### src/rtl/lut_const_div_16bit_if.sv
// Handshake bundle for lut_const_div_16bit; the producer/consumer side uses master, the divider slave.
// exact_out exists only when LUT_DIV_EXACT_EN is defined.
interface lut_const_div_16bit_if;
    logic        in_valid;
    logic        in_ready;
    logic [15:0] c_in;
    logic        out_valid;
    logic        out_ready;
    logic [15:0] q_out;
    logic [7:0]  r_out;
    logic        busy;
`ifdef LUT_DIV_EXACT_EN
    logic        exact_out;

    modport master (
        output in_valid, c_in, out_ready,
        input  in_ready, out_valid, q_out, r_out, busy, exact_out
    );
    modport slave (
        input  in_valid, c_in, out_ready,
        output in_ready, out_valid, q_out, r_out, busy, exact_out
    );
`else
    modport master (
        output in_valid, c_in, out_ready,
        input  in_ready, out_valid, q_out, r_out, busy
    );
    modport slave (
        input  in_valid, c_in, out_ready,
        output in_ready, out_valid, q_out, r_out, busy
    );
`endif
endinterface

### src/rtl/lut_const_div_16bit.sv
// Divide a 16-bit dividend by constant A_const: four radix-16 restoring steps using a k*A_const LUT.
// Optional macro LUT_DIV_EXACT_EN adds exact_out (remainder == 0), registered with r_out.
module lut_const_div_16bit #(
    parameter int unsigned A_const = 2
) (
    input  logic                   clk,
    input  logic                   rst_n,
    lut_const_div_16bit_if.slave   bus
);

    if (A_const < 1 || A_const > 255) begin : g_bad_divisor
        $error("lut_const_div_16bit: A_const must be in 1..255");
    end

    typedef enum logic [1:0] {StIdle, StDiv, StDone} state_e;

    state_e      state_q, state_d;
    logic [15:0] sreg_q, sreg_d;
    logic [11:0] rem_q, rem_d;
    logic [1:0]  cnt_q, cnt_d;
    logic [15:0] q_q, q_d;
    logic [7:0]  r_q, r_d;
    logic        out_valid_q, out_valid_d;

    logic [11:0] mult [16];
    logic [15:0] ge;
    logic [11:0] t;
    logic [3:0]  k_sel;
    logic [11:0] rem_next;
    logic        unused_rem;

    // R < A_const <= 255 keeps T below 16*A_const, so k stays within 0..15.
    assign t = {rem_q[7:0], sreg_q[15:12]};
    assign unused_rem = ^rem_q[11:8];

    for (genvar i = 0; i < 16; i++) begin : g_lut
        assign mult[i] = 12'(i * A_const);
        assign ge[i]   = (t >= mult[i]);
    end

    // Multiples are monotonic, so the highest passing compare is the quotient digit.
    always_comb begin
        k_sel = 4'd0;
        for (int i = 0; i < 16; i++) begin
            if (ge[i]) k_sel = 4'(i);
        end
    end

    assign rem_next = t - mult[k_sel];

    always_comb begin
        state_d     = state_q;
        sreg_d      = sreg_q;
        rem_d       = rem_q;
        cnt_d       = cnt_q;
        q_d         = q_q;
        r_d         = r_q;
        out_valid_d = out_valid_q;
        case (state_q)
            StIdle: begin
                if (bus.in_valid) begin
                    sreg_d  = bus.c_in;
                    rem_d   = '0;
                    cnt_d   = '0;
                    state_d = StDiv;
                end
            end
            StDiv: begin
                // Dividend nibbles shift out the top while quotient digits fill the bottom.
                sreg_d = {sreg_q[11:0], k_sel};
                rem_d  = rem_next;
                cnt_d  = cnt_q + 2'd1;
                if (cnt_q == 2'd3) begin
                    q_d         = {sreg_q[11:0], k_sel};
                    r_d         = rem_next[7:0];
                    out_valid_d = 1'b1;
                    state_d     = StDone;
                end
            end
            StDone: begin
                if (bus.out_ready) begin
                    out_valid_d = 1'b0;
                    state_d     = StIdle;
                end
            end
            default: state_d = StIdle;
        endcase
    end

    always_ff @(posedge clk or negedge rst_n) begin
        if (!rst_n) begin
            state_q     <= StIdle;
            sreg_q      <= '0;
            rem_q       <= '0;
            cnt_q       <= '0;
            q_q         <= '0;
            r_q         <= '0;
            out_valid_q <= 1'b0;
        end else begin
            state_q     <= state_d;
            sreg_q      <= sreg_d;
            rem_q       <= rem_d;
            cnt_q       <= cnt_d;
            q_q         <= q_d;
            r_q         <= r_d;
            out_valid_q <= out_valid_d;
        end
    end

`ifdef LUT_DIV_EXACT_EN
    logic exact_q;

    always_ff @(posedge clk or negedge rst_n) begin
        if (!rst_n) begin
            exact_q <= 1'b0;
        end else if (state_q == StDiv && cnt_q == 2'd3) begin
            exact_q <= (rem_next == 12'd0);
        end
    end

    assign bus.exact_out = exact_q;
`endif

    assign bus.in_ready  = (state_q == StIdle);
    assign bus.busy      = (state_q != StIdle);
    assign bus.out_valid = out_valid_q;
    assign bus.q_out     = q_q;
    assign bus.r_out     = r_q;

endmodule

### src/flat_wrapper.sv
// flat-port wrapper written by rule: the top's interface ports become plain ports
module lut_const_div_16bit_flat 
#(
    parameter int unsigned A_const = 2
)
  (clk, rst_n, bus_in_valid, bus_c_in, bus_out_ready, bus_in_ready, bus_out_valid, bus_q_out, bus_r_out, bus_busy);
  lut_const_div_16bit_if bus_i ();
  input  logic clk;
  input  logic rst_n;
  input wire logic [$bits(bus_i.in_valid)-1:0] bus_in_valid;
  input wire logic [$bits(bus_i.c_in)-1:0] bus_c_in;
  input wire logic [$bits(bus_i.out_ready)-1:0] bus_out_ready;
  output wire logic [$bits(bus_i.in_ready)-1:0] bus_in_ready;
  output wire logic [$bits(bus_i.out_valid)-1:0] bus_out_valid;
  output wire logic [$bits(bus_i.q_out)-1:0] bus_q_out;
  output wire logic [$bits(bus_i.r_out)-1:0] bus_r_out;
  output wire logic [$bits(bus_i.busy)-1:0] bus_busy;
  assign bus_i.in_valid = bus_in_valid;
  assign bus_i.c_in = bus_c_in;
  assign bus_i.out_ready = bus_out_ready;
  assign bus_in_ready = bus_i.in_ready;
  assign bus_out_valid = bus_i.out_valid;
  assign bus_q_out = bus_i.q_out;
  assign bus_r_out = bus_i.r_out;
  assign bus_busy = bus_i.busy;
  lut_const_div_16bit #(.A_const(A_const)) u_core (.clk(clk), .rst_n(rst_n), .bus(bus_i));
endmodule
### config.mk
export PLATFORM = sky130hd
export DESIGN_NAME = lut_const_div_16bit_flat
export DESIGN_NICKNAME = d
export VERILOG_FILES = /design/src/rtl/lut_const_div_16bit_if.sv /design/src/rtl/lut_const_div_16bit.sv /design/src/flat_wrapper.sv
export SDC_FILE = /design/constraint.sdc
export NUM_CORES = 1
export LEC_CHECK = 0
export CAP_MARGIN = 15
export CORE_AREA = 3 3 86 71
export CTS_BUF_LIST = sky130_fd_sc_hd__clkbuf_8
export DETAILED_ROUTE_END_ITERATION = 16
export DIE_AREA = 0 0 89 74
export PLACE_DENSITY = 0.74
export SETUP_SLACK_MARGIN = 0.2
export SLEW_MARGIN = 10
export SYNTH_ARGS = -nofsm -noshare
export SYNTH_HDL_FRONTEND = slang
export SYNTH_SLANG_ARGS = --single-unit
### constraint.sdc
create_clock -name clk -period 2.25 [get_ports clk]
set_input_delay 0.45 -clock clk [delete_from_list [all_inputs] [get_ports clk]]
set_output_delay 0.45 -clock clk [all_outputs]
set_load 0.005 [all_outputs]
==> impl_results.md, run 1 <==
- First-pass GRT wire length: 10.8 mm
- Maxcap violations: 0
- Die Y: 74 um
- Leakage power: 1.58 nW
- Failing checks: setup timing
- CTS buffer count: 5
- Seq/Total Area, Yosys: 0.513
- Yosys warnings: 0
- Cell area after synthesis: 0.00258 sq mm
- Switching Fraction: 0.378
- CP arrival: 2540 ps
- Most frequent cells in the layout: 52 x dfrtp_1, 45 x clkdlybuf4s50_1, 29 x nand2_1
- Cell Int Power: 3.29 mW
- Vias/cell: 5.57
- # hold bufs at CTS: 0
- Die width: 89 um
- TritonCTS clock tree: done
- DRT Wirelength: 6.60 mm
- DRC viols: 0
- Final Slew Violations: 0
- Syn_area_per_cell: 10.9 sq um
- H-tree depth: 2
- CP Launch Type: flop
- Post-synth cell types: 44
- Clock power share: 0.127
- Period Utilization, post-route: 1.04
- GP Congestion: 0.843
- Logic pwr share: 0.531
- Syn Inst Count: 237
- Total congestion overflow: 0
- M2 GR Usage: 0.345
- DR pass1 iterations: 4
- Post-route antenna net violation count: 0
- Crit path required time: 2450 ps
- Top_reg_cell synth: dfrtp_1
- Root Driver: clkbuf_8
- Setup violation total in the final timing report: 4
- Commonest non-fill, non-tap cell in the layout: dfrtp_1
- Syn-to-layout area delta: 40.0%
- Max VDD drop: 687 uV
- Fin. Hold Viols: 0
- Top Usage Layer GRT: met2
- Top-Level Pins: 47
- Worst min-delay path class: primary input to asynchronous set/reset pin
- Number of diodes: 0
- WS Path Type: flop to flop
- Met3 Usage GRT: 0.0421
- RSZ-0062 raised after global routing: true
- Largest net degree at the start of global routing: 37
- Initial antenna violation count: 0
- Port Buf Inserts: 46
- Number of synthesized flops with an enable pin: 0
- Vias in the first global route: 2,248
- Clk_lat worst skew: 310 ps
- R2r worst-path depth: 10
- Synthesized net count: 263
- Max Clock Skew: 8.02 ps
- CTS sink cnt: 53
- Share of post-route cells with drive strength above 1: 0.289
- Sequential share of power: 0.342
- Slew HR: 0.663
- Total GRT Usage: 0.214
- Fin crit period: 2340 ps
- Min Hold Slack: 111 ps
- Dpl ws: -162 ps
- Final Util: 0.673
- Detail Placement HPWL: 4.13 mm
- DR iter-0 viols: 124
- Vias: 2,096
- Initial Util: 0.481
- WL/cell: 17.5 um
- Worst-Margin Slew: 505 ps
- CP max FO: 3
- Rows: 24
- Max Fclk: 427 MHz
- Core ar.: 0.00538 sq mm
- Clock buffer depth: 2
- Clk slew on worst S/H paths: 90 ps
- Synth async-reset ratio: 1.00
- Power per standard cell area: 1460 mW/mm^2
- Area of the die: 0.00659 sq mm
- Status: finished, violations left
- Final WS setup: -94.4 ps
- Synth Register Bits: 53
- Psw: 2.00 mW
- Layout Nets: 336
- Critical Path End Type: flop
- M1 GR Usage: 0.294
==> cells by family (layout without fill, tap and decap cells) <==
| logic type | after synthesis | count (layout) | synth area share |
|---|---|---|---|
| and+or+nand+nor | 71 | 71 | 0.145 |
| AOI/OAI and AO/OA | 62 | 62 | 0.147 |
| DFF | 53 | 53 | 0.513 |
| muxes | 22 | 22 | 0.104 |
| buffers and inverters | 21 | 95 | 0.0523 |
| adders and majority gates | 6 | 6 | 0.0320 |
| xor gates and xnor gates | 2 | 2 | 0.00678 |
==> cells in the mapped netlist, types with 3 or more instances <==
library cell | count | share of area
buf_2 | 6 | 0.012
a31oi_1 | 3 | 0.0073
buf_6 | 4 | 0.017
a21oi_1 | 13 | 0.025
nand2b_1 | 3 | 0.0073
dfrtp_1 | 53 | 0.51
mux2_4 | 8 | 0.046
o31ai_1 | 3 | 0.0087
ha_1 | 5 | 0.024
mux2_2 | 6 | 0.026
and3_1 | 3 | 0.0073
inv_1 | 5 | 0.0073
nor2_1 | 17 | 0.025
mux2i_1 | 8 | 0.031
o22ai_1 | 14 | 0.034
nand2_1 | 30 | 0.044
o21ai_0 | 17 | 0.033
==> layer usage <==
layer	wire length, um	vias to the layer above	part of all wire
li1	-	985	-
met1	3040	1036	0.46
met2	3190	64	0.48
met3	260	11	0.039
met4	104	0	0.016
met5	0	-	0
==> power groups by stage <==
stage / combinational (mW) / sequential (mW) / clock (mW)
3_5_place_dp: 2.31 / 1.77 / 0
6_report: 2.81 / 1.81 / 0.670
4_1_cts: 2.58 / 1.78 / 0.685
2_1_floorplan: 1.46 / 1.70 / 0
5_1_grt: 3.07 / 1.87 / 0.713
3_3_place_gp: 2.27 / 1.76 / 0
==> worst paths after layout <==
check	startpoint	end	slack (ps)
worst max register to register	u_core.rem_q[5]	u_core.rem_q[7]	-90
min in group clk	u_core.bus.r_out[4]	u_core.bus.r_out[4]	490
max in group asynchronous	rst_n	u_core.state_q[1]	1780
worst min-delay path	rst_n	u_core.bus.r_out[6]	110
worst max-delay path	u_core.rem_q[5]	u_core.rem_q[7]	-90
worst min register to register	u_core.bus.r_out[4]	u_core.bus.r_out[4]	490
==> registers in the layout, indices dropped and copies added, names as in the netlist <==
signal	cells
u_core.bus.q_out	16
u_core.sreg_q	16
u_core.bus.r_out	8
u_core.rem_q	8
u_core.cnt_q	2
u_core.state_q	2
u_core.bus.out_valid	1
==> stage by stage <==
stage / instances / cell area (sq um) / setup TNS, ps / power (mW)
final: 376 / 3620 / -256 / 5.29
after global placement: 350 / 3170 / -90.5 / 4.03
after detailed placement: 350 / 3170 / -555 / 4.08
after CTS: 372 / 3500 / -167 / 5.05
after floorplan: 237 / 2620 / 0 / 3.17
after global routing: 376 / 3620 / -649 / 5.65
==> layout make-up <==
type | instances | area, sq um
tap | 65 | 81.3
multi-input combinational | 163 | 1320
clock buffer | 6 | 82.6
fill | 390 | 1760
timing repair buffer | 81 | 752
inverter | 6 | 22.5
sequential | 53 | 1330
clock inverter | 2 | 33.8
==> critical path, stage by stage (launching register included) <==
cell,delay [ps]
dfrtp_1,410
nor4_4,260
buf_4,200
nand2_4,70
nor2_4,140
inv_2,60
fa_2,390
nand2b_4,160
o2bb2ai_4,150
mux2i_1,130
a221o_1,260
==> repair_timing <==
action                                  in CTS  in global routing
pin swaps                                   10                  4
endpoints found under the setup margin      12                 15
gates resized for setup                     23                 19
setup buffers                               14                  4
Note: power is estimated with default switching activity, not from simulation.
==> run 2, diff against run 1 <==
CORE_AREA = 2 2 85 70   (was 3 3 86 71)
DIE_AREA = 0 0 87 72   (was 0 0 89 74)
PLACE_DENSITY = 0.8   (was 0.74)
SKIP_CTS_REPAIR_TIMING = 1   (was unset)
==> run 2 against run 1 <==
Against the previous run:
- the run still ends with setup timing left
- clock-buffer cell count increased by 1
- die area decreased by 4.9%
- critical path type unchanged
- combinational power decreased by 10%
- clock skew decreased by 2.1 ps
==> impl_results.md, run 2 (same netlist as run 1, synthesis figures left out) <==
- Setup crit start: u_core.rem_q[7] (was u_core.rem_q[5])
- Final WS setup: -25.6 ps (was -94.4 ps)
- Post-layout instance area: 0.00339 sq mm (was 0.00362 sq mm)
- Slew HR: 0.555 (was 0.663)
- Setup violation total in the final timing report: 2 (was 4)
- Layout fillers: 409 (was 390)
- Max VDD drop: 851 uV (was 687 uV)
- Port Buf Inserts: 46 (unchanged)
- R2R setup slack: -30 ps (was -90 ps)
- CP Launch Type: flop (unchanged)
- Number of diodes: 0 (unchanged)
- Fin crit period: 2280 ps (was 2340 ps)
- Syn-to-layout area delta: 31.1% (was 40.0%)
- Fin. Hold Viols: 0 (unchanged)
- CTS buffer count: 5 (unchanged)
- Die Y: 72 um (was 74 um)
- CP arrival: 2480 ps (was 2540 ps)
- Clk slew on worst S/H paths: 90 ps (about the same)
- Final Slew Violations: 0 (unchanged)
- Reg2reg end: u_core.rem_q[7] (unchanged)
- Die width: 87 um (was 89 um)
- DRT Wirelength: 6.17 mm (was 6.60 mm)
- Vias: 2,051 (was 2,096)
- Post-route antenna net violation count: 0 (unchanged)
- Setup Total Neg Slack: -27.2 ps (was -256 ps)
- Worst min-delay path class: primary input to asynchronous set/reset pin (unchanged)
- Detail Placement HPWL: 4.30 mm (was 4.13 mm)
- Most frequent cells in the layout: 52 x dfrtp_1, 45 x clkdlybuf4s50_1, 29 x nand2_1 (unchanged)
- Core ar.: 0.00538 sq mm (unchanged)
- Leakage power: 1.48 nW (was 1.58 nW)
- DR iter-0 viols: 187 (was 124)
- Root Driver: clkbuf_8 (unchanged)
- WL/cell: 16.9 um (was 17.5 um)
- RSZ-0062 raised after global routing: true (unchanged)
- Largest net degree at the start of global routing: 54 (was 37)
- Failing checks: setup timing (unchanged)
- H-tree depth: 2 (unchanged)
- CP max FO: 4 (was 3)
- CTS sink cnt: 53 (unchanged)
- Status: finished, violations left (unchanged)
- Rows: 24 (unchanged)
- Layout Nets: 325 (was 336)
- Period Utilization, post-route: 1.01 (was 1.04)
- Worst-Margin Slew: 668 ps (was 505 ps)
- Total GRT Usage: 0.203 (was 0.214)
- Critical Path End Type: flop (unchanged)
- Initial antenna violation count: 0 (unchanged)
- Vias in the first global route: 1,992 (was 2,248)
- Initial Util: 0.481 (unchanged)
- Area of the die: 0.00626 sq mm (was 0.00659 sq mm)
- Clk_lat worst skew: 310 ps (about the same)
- Share of post-route cells with drive strength above 1: 0.233 (was 0.289)
- WS Path Type: flop to flop (unchanged)
- Post-layout power: 4.89 mW (was 5.29 mW)
- Max Fclk: 439 MHz (was 427 MHz)
- DR pass1 iterations: 4 (unchanged)
- Power per standard cell area: 1440 mW/mm^2 (was 1460 mW/mm^2)
- Top-Level Pins: 47 (unchanged)
- Vias/cell: 5.62 (was 5.57)
- Max Clock Skew: 5.92 ps (was 8.02 ps)
- Reg-to-Reg Start: u_core.rem_q[7] (was u_core.rem_q[5])
- Dpl ws: -86.2 ps (was -162 ps)
- Maxcap violations: 0 (unchanged)
- TritonCTS clock tree: done (unchanged)
- GP Congestion: 0.829 (was 0.843)
- Crit path required time: 2460 ps (was 2450 ps)
- First-pass GRT wire length: 9.74 mm (was 10.8 mm)
- Commonest non-fill, non-tap cell in the layout: dfrtp_1 (unchanged)
- CP endpoint: u_core.rem_q[7] (unchanged)
- DRC viols: 0 (unchanged)
- R2r worst-path depth: 10 (unchanged)
- Clock buffer depth: 2 (unchanged)
- Placed cell area: 0.00318 sq mm (was 0.00317 sq mm)
- Total congestion overflow: 0 (unchanged)
run 2: changes by cell type in the layout (fill, tap and decap cells not counted), sizes merged:
cell / previous run / this run
clkbuf: 6 / 7
buf: 36 / 25
bufinv: 1 / 0
clkinv: 0 / 1
inv: 7 / 6
run 2: power by group:
| part | internal, mW | switching (mW) | total [mW] |
|---|---|---|---|
| clock network | 0.279 | 0.313 | 0.592 |
| registers | 1.41 | 0.354 | 1.76 |
| logic | 1.35 | 1.19 | 2.53 |
| total | 3.03 | 1.85 | 4.89 |
run 2: area by class of cell:
type | instances | area [sq um] | area share
Sequential cell | 53 | 1330 | 0.392
Multi-Input combinational cell | 163 | 1220 | 0.360
Timing Repair Buffer | 70 | 636 | 0.188
Clock buffer | 7 | 96.3 | 0.0284
Tap cell | 65 | 81.3 | 0.0240
Inverter | 6 | 22.5 | 0.00665
Clock inverter | 1 | 5.00 | 0.00148
run 2: worst min-delay path by stage:
stage                             start              endpoint  slack [ps]  depth (start not counted)
floorplan                         rst_n  u_core.bus.out_valid         150                          0
global placement    u_core.bus.r_out[3]   u_core.bus.r_out[3]         470                          2
detailed placement  u_core.bus.r_out[3]   u_core.bus.r_out[3]         470                          2
CTS                               rst_n   u_core.bus.r_out[2]         270                          2
global route                      rst_n   u_core.bus.r_out[3]         310                          2
finish                            rst_n   u_core.bus.r_out[3]         230                          2
run 2: per-stage QoR:
step,hold slack [ps],utilization,instances
6_report,232,0.630,365
5_1_grt,308,0.630,365
4_1_cts,269,0.611,360
3_5_place_dp,473,0.592,352
3_3_place_gp,465,0.592,352
2_1_floorplan,154,-,237
run 2: critical path: stages, from the launching register on:
cell and delay (ps):
dfrtp_1 400, nor4_2 260, buf_4 190, nand2_4 70, nor2_4 110, inv_2 50
fa_2 380, nand2b_4 160, o2bb2ai_4 150, mux2i_1 130, a221o_1 260
run 2: metal layers:
metal	up-vias	GRT usage	share of wire
met2	82	0.294	0.46
met4	0	0.0729	0.017
li1	960	-	-
met1	1001	0.308	0.46
met5	-	0	0
met3	8	0.0353	0.058
